==> src/rtl/mux_arb_pkg.sv <==
// Shared types and constants for the round-robin mux arbiter.
// Holds the requester count, select width, FSM states and a one-hot helper.
package mux_arb_pkg;

  localparam int N_REQ = 4;
  localparam int SEL_W = 2;

  typedef enum logic [1:0] {
    ST_IDLE,
    ST_OWN,
    ST_GAP
  } state_e;

  function automatic logic [0:N_REQ-1] to_onehot(input logic [SEL_W-1:0] idx);
    logic [0:N_REQ-1] oh;
    oh      = '0;
    oh[idx] = 1'b1;
    return oh;
  endfunction

endpackage

==> src/rtl/mux_rr_arbiter_rr_pick.sv <==
// Combinational round-robin search: first set req bit at ptr, ptr+1, ... (mod N_REQ).
// One instance is shared by the idle decision and the back-to-back handover.
module rr_pick
  import mux_arb_pkg::*;
(
  input  logic [0:N_REQ-1] req,
  input  logic [SEL_W-1:0] ptr,
  output logic             found,
  output logic [SEL_W-1:0] idx
);

  logic [SEL_W-1:0] cand;

  // NOTE: every signal written in an always_comb gets a default first, so no
  // path through the block can leave it unassigned and infer a latch.
  always_comb begin
    found = 1'b0;
    idx   = ptr;
    cand  = ptr;
    // Scan from the farthest offset down so the nearest hit is the one kept.
    for (int k = N_REQ - 1; k >= 0; k--) begin
      cand = ptr + SEL_W'(k);
      if (req[cand]) begin
        found = 1'b1;
        idx   = cand;
      end
    end
  end

endmodule

==> src/rtl/mux_rr_arbiter.sv <==
// Round-robin owner of a 4:1 mux with bounded hold time and optional dead gap.
// All outputs are registered; sel holds its last value while nobody owns the mux.
module mux_rr_arbiter
  import mux_arb_pkg::*;
#(
  parameter int HOLD_MAX = 8,
  parameter int GAP      = 1
) (
  input  logic             clk,
  input  logic             rst_n,
  input  logic [0:N_REQ-1] req,
  output logic [0:N_REQ-1] grant,
  output logic [0:SEL_W-1] sel,
  output logic             valid,
  output logic             expired
);

  localparam int              HOLD_W   = $clog2(HOLD_MAX + 1);
  localparam logic [HOLD_W-1:0] HOLD_LIM = HOLD_W'(HOLD_MAX);
  localparam logic [3:0]      GAP_LIM  = 4'(GAP);

  state_e             state_q, state_d;
  logic [SEL_W-1:0]   owner_q, owner_d;
  logic [SEL_W-1:0]   ptr_q, ptr_d;
  logic [HOLD_W-1:0]  hold_cnt_q, hold_cnt_d;
  logic [3:0]         gap_cnt_q, gap_cnt_d;
  logic [0:N_REQ-1]   grant_q, grant_d;
  logic [SEL_W-1:0]   sel_q, sel_d;
  logic               valid_q, valid_d;
  logic               expired_q, expired_d;

  logic [SEL_W-1:0]   pick_ptr;
  logic               pick_found;
  logic [SEL_W-1:0]   pick_idx;

  // While owning, the search must already start past the current owner.
  assign pick_ptr = (state_q == ST_OWN) ? owner_q + SEL_W'(1) : ptr_q;

  rr_pick u_pick (
    .req   (req),
    .ptr   (pick_ptr),
    .found (pick_found),
    .idx   (pick_idx)
  );

  // NOTE: sequential state uses non-blocking assignments so every flop samples
  // the pre-edge values, independent of statement order.
  always_ff @(posedge clk or negedge rst_n) begin
    if (!rst_n) begin
      state_q    <= ST_IDLE;
      owner_q    <= '0;
      ptr_q      <= '0;
      hold_cnt_q <= '0;
      gap_cnt_q  <= '0;
    end else begin
      state_q    <= state_d;
      owner_q    <= owner_d;
      ptr_q      <= ptr_d;
      hold_cnt_q <= hold_cnt_d;
      gap_cnt_q  <= gap_cnt_d;
    end
  end

  always_comb begin
    state_d    = state_q;
    owner_d    = owner_q;
    ptr_d      = ptr_q;
    hold_cnt_d = hold_cnt_q;
    gap_cnt_d  = gap_cnt_q;
    expired_d  = 1'b0;
    case (state_q)
      ST_IDLE: begin
        if (pick_found) begin
          state_d    = ST_OWN;
          owner_d    = pick_idx;
          hold_cnt_d = HOLD_W'(1);
        end
      end
      ST_OWN: begin
        if (!req[owner_q] || hold_cnt_q == HOLD_LIM) begin
          expired_d = req[owner_q];
          ptr_d     = owner_q + SEL_W'(1);
          if (GAP > 0) begin
            state_d   = ST_GAP;
            gap_cnt_d = 4'd1;
          end else if (pick_found) begin
            owner_d    = pick_idx;
            hold_cnt_d = HOLD_W'(1);
          end else begin
            state_d = ST_IDLE;
          end
        end else begin
          hold_cnt_d = hold_cnt_q + HOLD_W'(1);
        end
      end
      ST_GAP: begin
        if (gap_cnt_q == GAP_LIM) state_d = ST_IDLE;
        else                      gap_cnt_d = gap_cnt_q + 4'd1;
      end
      default: state_d = ST_IDLE;
    endcase
  end

  always_comb begin
    valid_d = (state_d == ST_OWN);
    grant_d = valid_d ? to_onehot(owner_d) : '0;
    sel_d   = valid_d ? owner_d : sel_q;
  end

  always_ff @(posedge clk or negedge rst_n) begin
    if (!rst_n) begin
      grant_q   <= '0;
      sel_q     <= '0;
      valid_q   <= 1'b0;
      expired_q <= 1'b0;
    end else begin
      grant_q   <= grant_d;
      sel_q     <= sel_d;
      valid_q   <= valid_d;
      expired_q <= expired_d;
    end
  end

  assign grant   = grant_q;
  assign valid   = valid_q;
  assign expired = expired_q;
  // sel is declared ascending; map bit-by-bit so sel[1] stays the index MSB.
  assign sel[0]  = sel_q[0];
  assign sel[1]  = sel_q[1];

endmodule
==> config.mk <==
export PLATFORM = sky130hd
export DESIGN_NAME = mux_rr_arbiter
export DESIGN_NICKNAME = d
export VERILOG_FILES = /design/src/rtl/mux_arb_pkg.sv /design/src/rtl/mux_rr_arbiter_rr_pick.sv /design/src/rtl/mux_rr_arbiter.sv
export SDC_FILE = /design/constraint.sdc
export NUM_CORES = 1
export LEC_CHECK = 0
export CAP_MARGIN = 20
export CORE_ASPECT_RATIO = 0.5
export CORE_UTILIZATION = 45
export CTS_CLUSTER_DIAMETER = 30
export DETAILED_ROUTE_END_ITERATION = 10
export SLEW_MARGIN = 10
export SYNTH_ARGS = -nofsm -noshare
export SYNTH_HDL_FRONTEND = slang
export SYNTH_SLANG_ARGS = --single-unit
export TNS_END_PERCENT = 50
==> constraint.sdc <==
create_clock -name clk -period 3.8 [get_ports clk]
set_clock_uncertainty 0.2 [all_clocks]
set_input_delay 0.57 -clock clk [delete_from_list [all_inputs] [get_ports clk]]
set_output_delay 0.57 -clock clk [all_outputs]
set_load 0.02 [all_outputs]
==> metrics <==
initial antenna violation count 0; Area growth syn-to-layout 14.22%; synth warn 0; vias in the first global route 1281; Routed Antenna Nets 0; io pins 14; Avg WL per Cell 14.25 um; ys async rst share 1.000; nets@finish 218; share of layout cells above drive strength 1 0.07921; Die ar. 3957 um^2; commonest non-fill, non-tap cell in the layout dfrtp_1; Root Driver clkbuf_8; hold_ws 0.2955 ns; first-pass GRT wire length 6251 um; most frequent CP cell inv_1; top cell type's share of synthesized area 0.3311; most used flip-flop cell after synthesis dfrtp_1; reg2reg setup slack 0.39 ns; GRT met1 Usage 0.3280; setup TNS 0 ns; DR iter-0 viols 67; DRC viols 0; Setup Viol. Count Final 0; antenna cells 0; max incr delay on CP 0.42 ns; relative slew slack 0.6018; number of flops mapped to enable cells by yosys 0; Post-CTS Resized 0; wirelength, routed 3605 um; post-synthesis area per instance 8.661 um^2; critical path startpoint category register; Max-Cap Viols 0; crit path time final 3.409 ns; grt met3 use 0.03839; worst vdd ir 0.3942 mV; HP Class reg2reg; RSZ-0062 raised after global routing no; status completed; GRT Max-Usage Layer met1; clock tree buffer depth 2; pwr dens 939.1 nW/um^2; Cell Area, Synth 1663 um^2; Site Rows 15; vias per std cell 5.723; Worst Path Max Fanout 8; CP Capture Type register; core area 3491 um^2; Port Buffer Count 13; via count 1448; CP Depth 10; Crit-path slowest cell dfrtp_1; largest net degree at the start of global routing 23; DP HPWL 2652 um; fmax 0.2933 GHz; Slew Limit Fails 0; Worst Path Arrival 3.35 ns; Seq/Total Area, Yosys 0.3311; Worst-Skew Late Latency 0.27 ns; clk sinks 22; commonest non-fill, non-tap cells in the layout 22 x dfrtp_1, 20 x nor2_1, 17 x nand2_1, 13 x o21ai_0, 13 x clkdlybuf4s50_1; GRT met2 Usage 0.2961; Leak 0.8379 nW; CTS H-Tree Depth 1; CP Cell Sequence inv_1, ha_1, nand2b_1, nand2_2, a21boi_0, a21oi_1, o21ai_2, mux2i_1, inv_1, nor4b_1; Post-Syn Nets 207; Worst Hold Path Cells 1; final hold vios 0; Worst Max-Slew Pin Slew 0.5933 ns; Synth cell types 56; initial core utilization 0.4763; die span in x 87.97 um; Req. time, crit path 3.74 ns; delay-heaviest family, CP compound AO/OA/AOI/OAI gates; clk slew on worst S/H paths 0.08 ns; Synth area leaders dfrtp_1 33%, ha_1 6.8%, nor2_1 4.5%, mux2i_1 4.2%, o21ai_0 3.9%; R2R cell count 10; Mapped Cells 192; CTS tree built; period utilisation layout 0.8972; drt first pass iters 4; Die Y 44.99 um; Num CTS Buffers 3; WS Path Type reg2reg; Buf/Inv on CP 2; GRT Total Usage 0.2113; total gr overflow 0; global placement routability congestion 0.8282; post-synthesis register bit count 22; post-synthesis cell type with the largest combined area dfrtp_1
==> where the power goes <==
part / internal, mW / switching, mW / leakage, nW
clock: 0.0925 / 0.0804 / 0.0288
sequential: 0.318 / 0.0928 / 0.278
combinational: 0.489 / 0.711 / 0.531
total: 0.899 / 0.885 / 0.838
==> sequential cells by signal, summed over array words and instances, names as in the netlist <==
| signal | flops |
|---|---|
| owner_q | 2 |
| sel_q | 2 |
| ptr_q | 2 |
| state_q | 2 |
| expired | 1 |
| grant | 4 |
| valid | 1 |
| gap_cnt_q | 4 |
| hold_cnt_q | 4 |
==> synthesized netlist by cell type, types with 2 or more instances <==
master    count
nor3_1        2
a21o_1        5
nor2b_1       3
a22o_1        2
a31oi_1       2
buf_2         2
a21oi_1      10
nor2_1       20
mux2i_1       7
nand3b_1      2
and3_1        3
a31o_2        2
a211oi_1      3
nor3b_1       4
o22ai_1       2
nand4_1       2
nand2b_1      3
clkbuf_1      5
nand3_1       6
ha_1          9
o21ai_0      13
nor4b_1       2
a22oi_1       2
dfrtp_1      22
nand2_1      17
inv_1        12
==> layer usage <==
layer  up-vias  part of all wire
met2        35              0.38
met1       685              0.56
met4         0             0.017
met5         -                 0
met3         8             0.034
li1        720                 -
==> final timing paths <==
check,start,endpoint
setup / recovery,state_q[1],grant[0]
hold / removal,sel_q[1],sel_q[1]
setup reg to reg,state_q[1],grant[0]
hold reg to reg,sel_q[1],sel_q[1]
max in group asynchronous,rst_n,grant[1]
min in group asynchronous,rst_n,ptr_q[1]
==> final cells by class <==
type | count | area (um^2)
Clock buffer | 4 | 55.05
Tap cell | 51 | 63.81
Inverter | 12 | 45.04
Multi-Input combinational cell | 149 | 1020
Fill cell | 327 | 1592
Timing Repair Buffer | 15 | 165.2
Sequential cell | 22 | 550.5
==> what timing repair did <==
item | in CTS | in global routing
endpoints found under the setup margin | 0 | 1
buffers inserted | 0 | 0
hold buffers | 0 | 0
==> through the flow <==
step	cells	utilization	power (mW)	cell area (um^2)	worst slack [ns]
detailed placement	248	0.5204	1.596	1817	0.3430
finish	253	0.5441	1.784	1899	0.3907
CTS	252	0.5362	1.774	1872	0.4196
global placement	248	0.5204	1.599	1817	0.3691
global route	253	0.5441	1.951	1899	0.008177
floorplan	192	-	1.329	1663	0.8907
==> cell families (layout without fill, tap and decap cells) <==
logic type      after synthesis  in the layout  synth area share
buf+inv                      21             31           0.05568
fa+ha+maj                     9              9           0.06772
simple gates                 72             72            0.2197
xor+xnor                      1              1          0.009784
mux                          10             10           0.07149
compound gates               57             57            0.2446
flops                        22             22            0.3311
No activity file was read; power rests on OpenSTA's default activity.
